`config.mk`:
```
export PLATFORM = sky130hd
export DESIGN_NAME = sha3_theta_terms
export DESIGN_NICKNAME = d
export VERILOG_FILES = /design/src/rtl/sha3_theta_terms.sv
export SDC_FILE = /design/constraint.sdc
export NUM_CORES = 1
export LEC_CHECK = 0
export BUFFER_PORTS_ARGS = -buffer_cell sky130_fd_sc_hd__buf_2
export CAP_MARGIN = 20
export CORE_AREA = 2 2 255 257
export CTS_BUF_LIST = sky130_fd_sc_hd__clkbuf_4 sky130_fd_sc_hd__clkbuf_8
export CTS_CLUSTER_SIZE = 30
export DETAILED_ROUTE_END_ITERATION = 6
export DIE_AREA = 0 0 257 259
export PLACE_DENSITY = 0.7
export SYNTH_ARGS = -nofsm -noshare
export SYNTH_HDL_FRONTEND = slang
export SYNTH_SLANG_ARGS = --single-unit
```
`constraint.sdc`:
```
create_clock -name clk -period 5.9 [get_ports clk]
set_clock_uncertainty 0.2 [all_clocks]
set_input_delay 0.885 -clock clk [delete_from_list [all_inputs] [get_ports clk]]
set_output_delay 0.885 -clock clk [all_outputs]
set_load 0.005 [all_outputs]
```
`src/rtl/sha3_theta_terms.sv`:
```
// Theta column parities: XORs five 5x64 rows and presents oterm[x] on the edge after the fifth accept.
// SKID=1 accepts the next state's rows while a result waits. Optional perf_count: SHA3_THETA_TERMS_PERF_EN.
module sha3_theta_terms #(
  parameter int SKID = 1
) (
  input  logic        clk,
  input  logic        rst_n,
  input  logic        in_valid,
  output logic        in_ready,
  input  logic [63:0] in_row [5],
  output logic        out_valid,
  input  logic        out_ready,
  output logic [63:0] oterm [5],
  output logic        busy
`ifdef SHA3_THETA_TERMS_PERF_EN
  ,
  output logic [31:0] perf_count
`endif
);

  generate
    if (SKID != 0 && SKID != 1) begin : g_bad_skid
      initial begin
        $display("sha3_theta_terms: SKID must be 0 or 1, got %0d", SKID);
        $finish;
      end
    end
  endgenerate

  logic [2:0]  count_q, count_d;
  logic [63:0] acc_q [5];
  logic [63:0] acc_d [5];
  logic [63:0] oterm_q [5];
  logic [63:0] oterm_d [5];
  logic        out_valid_q, out_valid_d;
  logic        accept, xfer, last_row;

  assign last_row = (count_q == 3'd4);

  // Only the fifth row needs the result slot; earlier rows just land in acc.
  generate
    if (SKID == 1) begin : g_skid
      assign in_ready = !last_row || !out_valid_q || out_ready;
    end else begin : g_noskid
      assign in_ready = !out_valid_q || out_ready;
    end
  endgenerate

  assign accept = in_valid && in_ready;
  assign xfer   = out_valid_q && out_ready;

  always_comb begin
    count_d     = count_q;
    out_valid_d = out_valid_q;
    for (int x = 0; x < 5; x++) begin
      acc_d[x]   = acc_q[x];
      oterm_d[x] = oterm_q[x];
    end
    if (xfer) begin
      out_valid_d = 1'b0;
    end
    if (accept) begin
      if (last_row) begin
        count_d     = 3'd0;
        out_valid_d = 1'b1;
        for (int x = 0; x < 5; x++) begin
          oterm_d[x] = acc_q[x] ^ in_row[x];
          acc_d[x]   = '0;
        end
      end else begin
        count_d = count_q + 3'd1;
        for (int x = 0; x < 5; x++) begin
          acc_d[x] = (count_q == 3'd0) ? in_row[x] : (acc_q[x] ^ in_row[x]);
        end
      end
    end
  end

  always_ff @(posedge clk or negedge rst_n) begin
    if (!rst_n) begin
      count_q     <= 3'd0;
      out_valid_q <= 1'b0;
      for (int x = 0; x < 5; x++) begin
        acc_q[x]   <= '0;
        oterm_q[x] <= '0;
      end
    end else begin
      count_q     <= count_d;
      out_valid_q <= out_valid_d;
      for (int x = 0; x < 5; x++) begin
        acc_q[x]   <= acc_d[x];
        oterm_q[x] <= oterm_d[x];
      end
    end
  end

  assign out_valid = out_valid_q;
  assign oterm     = oterm_q;
  assign busy      = (count_q != 3'd0);

`ifdef SHA3_THETA_TERMS_PERF_EN
  logic [31:0] perf_cnt_q, perf_cnt_d;

  assign perf_cnt_d = perf_cnt_q + 32'(xfer);

  always_ff @(posedge clk or negedge rst_n) begin
    if (!rst_n) begin
      perf_cnt_q <= '0;
    end else begin
      perf_cnt_q <= perf_cnt_d;
    end
  end

  assign perf_count = perf_cnt_q;
`endif

endmodule

```
==> Implementation_results.wiki, run 1 <==
{| class="wikitable"
! Metric !! Value
|-
| Run status || complete, no violations
|-
| TritonCTS buffer count || 109
|-
| Final number of max-transition violations || 0
|-
| Clock period minus final worst setup slack || between 4000 and 5000 ps
|-
| TritonCTS clock tree || built
|-
| Relative slew margins || between 10% and 20%
|-
| Avg Cell Area, Syn || about 10 µm²
|-
| Library cells used by synthesis || 20
|-
| Tot Pwr || about 20 mW
|-
| Depth of the worst register-to-register path || 7
|-
| Worst-Skew Late Latency || 720 ps
|-
| Startpoint Class || register
|-
| DPL Wire Length || between 50000 and 60000 µm
|-
| Required time at the endpoint of the critical path || 4820 ps
|-
| Worst flop-to-flop path endpoint || acc_q[224]
|-
| DR vias/cell || about 5.5
|-
| Routed wire length || 85000 µm
|-
| Proportion of layout cells with a drive suffix above 1 || between 30% and 40%
|-
| Number of standard cells in the layout, taps in and fillers out || ~4700
|-
| I/O Pins || about 650
|-
| Die Span Y || 259 µm
|-
| Area of the multi-input gates || around 15000 µm²
|-
| Buffer type at the clock tree root || sky130_fd_sc_hd__clkbuf_8
|-
| End-of-flow core utilization || 59.2%
|-
| Cells after synthesis || 3156
|-
| Aggregate negative setup slack || 0 ps
|-
| Post-synthesis net count || around 3500
|-
| Worst setup path class || reg2out
|-
| CP Cell Sequence || inv_1 -> ha_4 -> and4b_4 -> inv_1 -> buf_2
|-
| Clock-pin transition on the worst setup and hold timing paths || roughly 60 ps
|-
| Total of endpoints with negative setup slack in the final report || 0
|-
| Vias after detailed routing || 25700
|-
| Met2 usage in global routing || around two fifths
|-
| EDFF count, synth || 0
|-
| Busiest layer in global routing || met2
|-
| Fmax || roughly 250 MHz
|-
| Global-route wire length before repair || 135000 µm
|-
| Via count of the first global-routing pass || between 20000 and 25000
|-
| Gr usage total || 24.9%
|-
| Number of buffers on the longest clock path || 3
|-
| Fraction of the yosys area taken by sequential cells || slightly above 50%
|-
| Initial standard-cell utilization of the core || between 40% and 50%
|-
| ANT nets after route || 0
|-
| Sinks on the clock net || between 600 and 700
|-
| Worst reg2reg startpoint || count_q[0]
|-
| Data arrival, critical path || between 2000 and 3000 ps
|-
| Global placer's final weighted congestion || just over 0.8
|-
| Number of iterations in the first detailed-routing pass || 5
|-
| Count of max-cap constraint violations || 0
|-
| DR WL/cell || ~18 µm
|-
| Setup repair after global routing missed its margin || false
|-
| FP Rows || slightly above 90
|-
| Actual slew at the worst max-slew pin || ~1300 ps
|-
| Overflow after GRT || 0
|-
| Worst Hold Path Cells || 3
|-
| Hold slack || roughly 240 ps
|-
| Worst path top cell family by delay || simple AND/OR/NAND/NOR gates
|-
| Core region area || 63900 µm²
|-
| Fill cell count || between 5000 and 6000
|-
| Grt met1 use || between 30% and 40%
|-
| Maximum fanout along the worst path || 64
|-
| Pin count of the biggest net entering global routing || ~260
|-
| Crit path largest cell delay || approximately 760 ps
|-
| Warning count from the yosys run || 0
|-
| Crit. End Element || output pin
|-
| X dimension of the die || between 200 and 300 µm
|-
| Total buffers and inverters traversed by the critical path || 3
|-
| Initial antenna violation count || 39
|-
| Area added between synthesis and finish || 19.3%
|-
| Crit-path most repeated cell || sky130_fd_sc_hd__inv_1
|-
| Cell with the largest stage delay on the worst path || sky130_fd_sc_hd__and4b_4
|-
| Number of synthesized register bits || approximately 640
|-
| Start point of the worst hold path || in_row[179]
|-
| Cell Area, Synth || approximately 32000 µm²
|-
| CP startpoint || count_q[0]
|-
| IR Drop Worst-Case VDD || approximately 530 µV
|-
| Destination of the worst hold path || acc_q[179]
|-
| Proportion of register bits with asynchronous set or reset after synthesis || between 90% and 100%
|-
| Power density over the cells || 530 nW/µm²
|-
| Path class of the lowest-slack min-delay path || in2reg
|-
| Met3 track demand over resource in global routing || 6.00%
|-
| Full die area || ~67000 µm²
|-
| Worst reg-to-reg setup slack || about 2500 ps
|-
| Number of port buffers || 646
|-
| Violation count after the first detailed-routing iteration || between 2000 and 2500
|-
| Post-CTS sizing || 0
|-
| Remaining routing DRC violations || 0
|-
| Placed Cells incl. Taps || 4431
|-
| FF+latch area || about 16000 µm²
|-
| Most used DFF post-synth || sky130_fd_sc_hd__dfrtp_1
|-
| H-tree lvl count || 3
|-
| Net total in the final layout || about 4000
|-
| Static leakage power || between 15 and 20 nW
|-
| Hold Vio Cnt, Final || 0
|-
| Share of the clock period used by the worst path after layout || 68.1%
|}
==> layer usage <==
layer | vias up | part of all wire [%]
met3 | 230 | 6.3
li1 | 12100 | -
met4 | 24 | 4.8
met5 | - | 0.16
met1 | 12600 | 42
met2 | 796 | 47
==> per-stage QoR <==
stage | setup slack (ps) | instance area (µm²)
after CTS | 1770 | 37800
final | 1880 | 37800
after floorplan | 3340 | 31700
after global routing | 1660 | 37800
after detailed placement | 2340 | 35300
after global placement | 2450 | 35300
==> state kept, by name (all words and copies together), names as in the netlist <==
| register | count |
|---|---|
| oterm | 320 |
| out_valid | 1 |
| count_q | 3 |
| acc_q | 320 |
==> timing repair <==
action | 4_1_cts | 5_1_grt
buffers inserted | 0 | 0
hold buffers | 1 | 0
endpoints found under the hold margin | 73 | 0
==> cell type report <==
type	count	area share, %
Sequential cell	644	42.6
Multi-Input combinational cell	2258	38.5
Timing Repair Buffer	671	9.55
Clock buffer	182	5.92
Tap cell	855	2.83
Clock inverter	14	0.410
Antenna cell	28	0.185
Inverter	5	0.0496
==> tightest hold or removal path, cell delays in order <==
cell and delay [ps]:
sky130_fd_sc_hd__buf_2 100, sky130_fd_sc_hd__o211ai_1 80, sky130_fd_sc_hd__nand2_1 60
==> cells by family after synthesis <==
kind of cell             count (synthesis)  synth area share, %
XOR/XNOR                               320                 8.83
multiplexers                           321                 11.4
adder cells (fa/ha/maj)                  2               0.0789
AO/OA/AOI/OAI                          964                 17.7
flip-flops                             644                 50.8
AND/OR/NAND/NOR                        651                 7.78
buffers and inverters                  254                 3.40
==> cell usage in the layout (no fill, tap or decap), types with 2 or more instances in the layout <==
| cell | instances |
|---|---|
| sky130_fd_sc_hd__o21ai_0 | 644 |
| sky130_fd_sc_hd__dfrtp_1 | 644 |
| sky130_fd_sc_hd__buf_4 | 11 |
| sky130_fd_sc_hd__xor2_1 | 320 |
| sky130_fd_sc_hd__nand3_1 | 2 |
| sky130_fd_sc_hd__clkbuf_4 | 42 |
| sky130_fd_sc_hd__bufinv_16 | 2 |
| sky130_fd_sc_hd__nand2_1 | 322 |
| sky130_fd_sc_hd__clkbuf_8 | 140 |
| sky130_fd_sc_hd__buf_2 | 644 |
| sky130_fd_sc_hd__nor2_1 | 322 |
| sky130_fd_sc_hd__inv_1 | 5 |
| sky130_fd_sc_hd__buf_12 | 12 |
| sky130_fd_sc_hd__buf_8 | 2 |
| sky130_fd_sc_hd__clkinv_2 | 7 |
| sky130_fd_sc_hd__clkinv_8 | 2 |
| sky130_fd_sc_hd__mux2_2 | 321 |
| sky130_fd_sc_hd__o211ai_1 | 319 |
| sky130_fd_sc_hd__diode_2 | 28 |
==> power breakdown <==
group / internal (mW) / total [mW] / switching, mW / leakage, nW
combinational: 3.50 / 7.50 / 4.00 / 8.73
sequential: 6.66 / 8.24 / 1.57 / 7.88
clock: 2.48 / 4.33 / 1.85 / 1.28
total: 12.6 / 20.1 / 7.42 / 17.9
==> how the worst max path moves through the flow <==
| stage | end | slack [ps] | cells past startpoint |
|---|---|---|---|
| final | in_ready | 1880 | 5 |
| after global routing | in_ready | 1660 | 5 |
| after floorplan | in_ready | 3340 | 4 |
| after global placement | acc_q[207] | 2450 | 6 |
| after CTS | in_ready | 1770 | 5 |
| after detailed placement | acc_q[213] | 2340 | 6 |
==> synth_stat cells, types with 2 or more instances <==
library cell	count	area share, %
sky130_fd_sc_hd__nor2_1	322	3.8
sky130_fd_sc_hd__ha_1	2	0.079
sky130_fd_sc_hd__o211ai_1	319	7.5
sky130_fd_sc_hd__buf_2	14	0.22
sky130_fd_sc_hd__clkbuf_1	203	2.4
sky130_fd_sc_hd__xor2_1	320	8.8
sky130_fd_sc_hd__buf_1	3	0.035
sky130_fd_sc_hd__inv_1	5	0.059
sky130_fd_sc_hd__dfrtp_1	644	51
sky130_fd_sc_hd__nand3_1	2	0.032
sky130_fd_sc_hd__o21ai_0	644	10
sky130_fd_sc_hd__mux2_2	321	11
sky130_fd_sc_hd__buf_4	29	0.69
sky130_fd_sc_hd__nand2_1	322	3.8
(Power assumes the default switching activity.)
==> run 2, diff against run 1 <==
==> config.mk (replaced) <==
export PLATFORM = sky130hd
export DESIGN_NAME = sha3_theta_terms
export DESIGN_NICKNAME = d
export VERILOG_FILES = /design/src/rtl/sha3_theta_terms.sv
export SDC_FILE = /design/constraint.sdc
export NUM_CORES = 1
export LEC_CHECK = 0
export ABC_AREA = 1
export BUFFER_PORTS_ARGS = -buffer_cell sky130_fd_sc_hd__buf_2
export CAP_MARGIN = 20
export CORE_ASPECT_RATIO = 0.7
export CORE_MARGIN = 2
export CORE_UTILIZATION = 52
export CTS_BUF_LIST = sky130_fd_sc_hd__clkbuf_4 sky130_fd_sc_hd__clkbuf_8
export CTS_CLUSTER_SIZE = 30
export DETAILED_ROUTE_END_ITERATION = 6
export PLACE_DENSITY = 0.76
export SYNTH_ARGS = -nofsm -noshare
export SYNTH_HDL_FRONTEND = slang
export SYNTH_SLANG_ARGS = --single-unit
==> constraint.sdc (replaced) <==
create_clock -name clk -period 3.6 [get_ports clk]
set_clock_uncertainty 0.2 [all_clocks]
set_input_delay 0.54 -clock clk [delete_from_list [all_inputs] [get_ports clk]]
set_output_delay 0.54 -clock clk [all_outputs]
set_load 0.005 [all_outputs]
==> run 2 against run 1 <==
- area after synthesis up 6.3%
- critical path type unchanged
- total power up 71%
- critical endpoint is now busy
- design area up 14%
- clock power up 56%
==> Implementation_results.wiki, run 2 <==
{| class="wikitable"
! Metric !! Value
|-
| Worst setup path class || reg2out
|-
| EDFF count, synth || 0
|-
| ANT nets after route || 0
|-
| Leading cell types by count after synthesis || sky130_fd_sc_hd__nand2_1 (1937), sky130_fd_sc_hd__inv_1 (647), sky130_fd_sc_hd__dfrtp_1 (644)
|-
| Relative slew margins || between 20% and 30%
|-
| Actual slew at the worst max-slew pin || between 1000 and 1500 ps
|-
| Hold Vio Cnt, Final || 0
|-
| Share of the synthesized area in the top cell type || a little under half
|-
| Path class of the lowest-slack min-delay path || in2reg
|-
| Violation count after the first detailed-routing iteration || between 2000 and 3000
|-
| End-of-flow core utilization || ~67%
|-
| IR Drop Worst-Case VDD || 641 µV
|-
| DR WL/cell || 15.0 µm
|-
| Pin count of the biggest net entering global routing || ~220
|-
| Area added between synthesis and finish || 27.9%
|-
| Post-synthesis net count || between 5000 and 6000
|-
| Via count of the first global-routing pass || between 30000 and 40000
|-
| Switching power as a share of total power || 40.5%
|-
| X dimension of the die || approximately 310 µm
|-
| Routed wire length || between 90000 and 100000 µm
|-
| Count of max-cap constraint violations || 0
|-
| Crit path largest cell delay || between 400 and 500 ps
|-
| Tot Pwr || about 34 mW
|-
| I/O Pins || ~650
|-
| Post-CTS sizing || 0
|-
| DPL Wire Length || approximately 62000 µm
|-
| Commonest non-fill, non-tap cell in the layout || sky130_fd_sc_hd__nand2_1
|-
| Cells after synthesis || 4730
|-
| Total of endpoints with negative setup slack in the final report || 0
|-
| Part of the total power dissipated in combinational logic || roughly two fifths
|-
| Startpoint Class || register
|-
| Top cells by area, synth || sky130_fd_sc_hd__dfrtp_1 (48%), sky130_fd_sc_hd__nand2_1 (22%), sky130_fd_sc_hd__inv_1 (7.2%)
|-
| Cell with the most instances after synthesis || sky130_fd_sc_hd__nand2_1
|-
| Number of port buffers || around 650
|-
| Proportion of register bits with asynchronous set or reset after synthesis || 100%
|-
| Worst-Skew Late Latency || 730 ps
|-
| Number of synthesized register bits || about 640
|-
| CP Cell Sequence || inv_1 -> ha_1 -> inv_2 -> nor2_4 -> inv_8 -> buf_2
|-
| Final WS setup || ~690 ps
|-
| Full die area || around 67000 µm²
|-
| Sinks on the clock net || between 600 and 700
|-
| Warning count from the yosys run || 0
|-
| Buffer type at the clock tree root || sky130_fd_sc_hd__clkbuf_8
|-
| Required time at the endpoint of the critical path || between 2000 and 3000 ps
|-
| Cell with the largest stage delay on the worst path || sky130_fd_sc_hd__inv_8
|-
| Commonest cells after routing, fill and taps aside || sky130_fd_sc_hd__nand2_1 (1936), sky130_fd_sc_hd__inv_1 (647), sky130_fd_sc_hd__buf_2 (645)
|-
| Post-synth top area cell || sky130_fd_sc_hd__dfrtp_1
|-
| Fraction of the yosys area taken by sequential cells || 47.8%
|-
| Setup repair after global routing missed its margin || false
|-
| Die Span Y || around 220 µm
|-
| Hold slack || between 100 and 150 ps
|-
| Clock-pin transition on the worst setup and hold timing paths || approximately 60 ps
|-
| Static leakage power || between 20 and 25 nW
|-
| Fill cell count || roughly 5200
|-
| Most used DFF post-synth || sky130_fd_sc_hd__dfrtp_1
|-
| Library cells used by synthesis || 18
|-
| Run status || complete, no violations
|-
| H-tree lvl count || 3
|-
| Data arrival, critical path || roughly 2200 ps
|-
| Global-route wire length before repair || approximately 160000 µm
|-
| Overflow after GRT || 0
|-
| DR vias/cell || 5.05
|-
| Fmax || between 300 and 400 MHz
|-
| Crit. End Element || output pin
|-
| Proportion of layout cells with a drive suffix above 1 || 15.4%
|-
| Maximum fanout along the worst path || 68
|-
| Worst setup timing slack at the placement stage || 1150 ps
|-
| Internal portion of total power || between 20 and 25 mW
|-
| Share of the clock period used by the worst path after layout || between 80% and 90%
|-
| Aggregate negative setup slack || 0 ps
|-
| Vias after detailed routing || ~33000
|-
| Part of the power in registers || around two fifths
|-
| TritonCTS buffer count || between 100 and 150
|-
| Cell Area, Synth || between 30000 and 40000 µm²
|-
| Final number of max-transition violations || 0
|-
| TritonCTS clock tree || built
|-
| FP Rows || between 70 and 80
|-
| Global placer's final weighted congestion || between 0.8 and 0.9
|-
| Initial standard-cell utilization of the core || 52.3%
|-
| Number of buffers on the longest clock path || 3
|-
| Avg Cell Area, Syn || around 7.1 µm²
|-
| Number of iterations in the first detailed-routing pass || 5
|-
| Remaining routing DRC violations || 0
|-
| Clock period minus final worst setup slack || about 2900 ps
|-
| Power density over the cells || about 800 nW/µm²
|-
| Gr usage total || 29.3%
|-
| Initial antenna violation count || 9
|-
| Net total in the final layout || about 6000
|-
| Switching power summed over all nets || between 10 and 15 mW
|-
| Clock Power Share || about a fifth
|-
| Core region area || about 65000 µm²
|}
[run 2: cell types whose count changed in the layout (fill, tap and decap cells not counted), sizes merged, moves of 22 or more]
cell / change
o211ai: -319
dlygate4sd3: +321
nor2: -318
a21oi: +318
buf: +22
o21ai: -323
nand2: +1616
mux2: -321
xor2: -320
and2: +319
nand3: +320
inv: +643
[run 2: power groups by stage]
| stage | registers, mW | logic (mW) | clock network [mW] |
|---|---|---|---|
| floorplan | 13.1 | 8.93 | 0 |
| global placement | 13.3 | 13.3 | 0 |
| finish | 13.4 | 14.2 | 6.75 |
| detailed placement | 13.4 | 13.8 | 0 |
| CTS | 13.3 | 14.1 | 6.85 |
| global route | 13.9 | 16.2 | 7.21 |
[run 2: layer usage]
layer  GRT usage [%]  vias up  share of wire [%]
met1            37.1    15300                 42
met4            15.4        2                5.4
met3            6.82      367                7.3
li1                -    16400                  -
met2            47.0     1312                 46
met5               0        -             0.0091
[run 2: worst paths after layout]
kind / slack (ps) / cells past startpoint / endpoint / from
setup / recovery: 690 / 6 / busy / count_q[0]
hold / removal: 100 / 4 / out_valid / out_ready
setup reg to reg: 1090 / 8 / acc_q[121] / count_q[0]
hold reg to reg: 280 / 2 / oterm[117] / oterm[117]
max in group asynchronous: 2020 / 3 / oterm[237] / rst_n
min in group asynchronous: 210 / 2 / acc_q[62] / rst_n
[run 2: final cells by class]
| class | count | area, µm² | area share [%] |
|---|---|---|---|
| Tap cell | 880 | 1100 | 2.55 |
| Multi-Input combinational cell | 3225 | 14200 | 32.8 |
| Sequential cell | 644 | 16100 | 37.4 |
| Clock buffer | 172 | 2120 | 4.91 |
| Clock inverter | 9 | 82.6 | 0.191 |
| Antenna cell | 10 | 25.0 | 0.0580 |
| Timing Repair Buffer | 1014 | 7090 | 16.4 |
| Inverter | 650 | 2450 | 5.67 |
[run 2: repair_timing]
action | CTS | global route
hold buffers | 322 | 0
endpoints found under the hold margin | 676 | 0
buffers inserted | 0 | 0
[run 2: cells by family after synthesis]
group / share of synthesized area, %
buffers and inverters: 10.3
DFF: 47.8
and+or+nand+nor: 32.3
adders and majority gates: 0.0742
AOI/OAI and AO/OA: 9.51
[run 2: per-stage QoR]
| step | std cells | area (µm²) |
|---|---|---|
| 6_report | 6604 | 43100 |
| 5_1_grt | 6601 | 43100 |
| 4_1_cts | 6594 | 43100 |
| 3_5_place_dp | 6091 | 37700 |
| 3_3_place_gp | 6091 | 37700 |
| 2_1_floorplan | 4730 | 33700 |
[run 2: worst max-delay path, delay by kind of cell, from the launching register on]
family / cells / cell delay (ps)
and+or+nand+nor: 1 / 60
DFF: 1 / 360
buffers and inverters: 4 / 770
adders and majority gates: 1 / 230
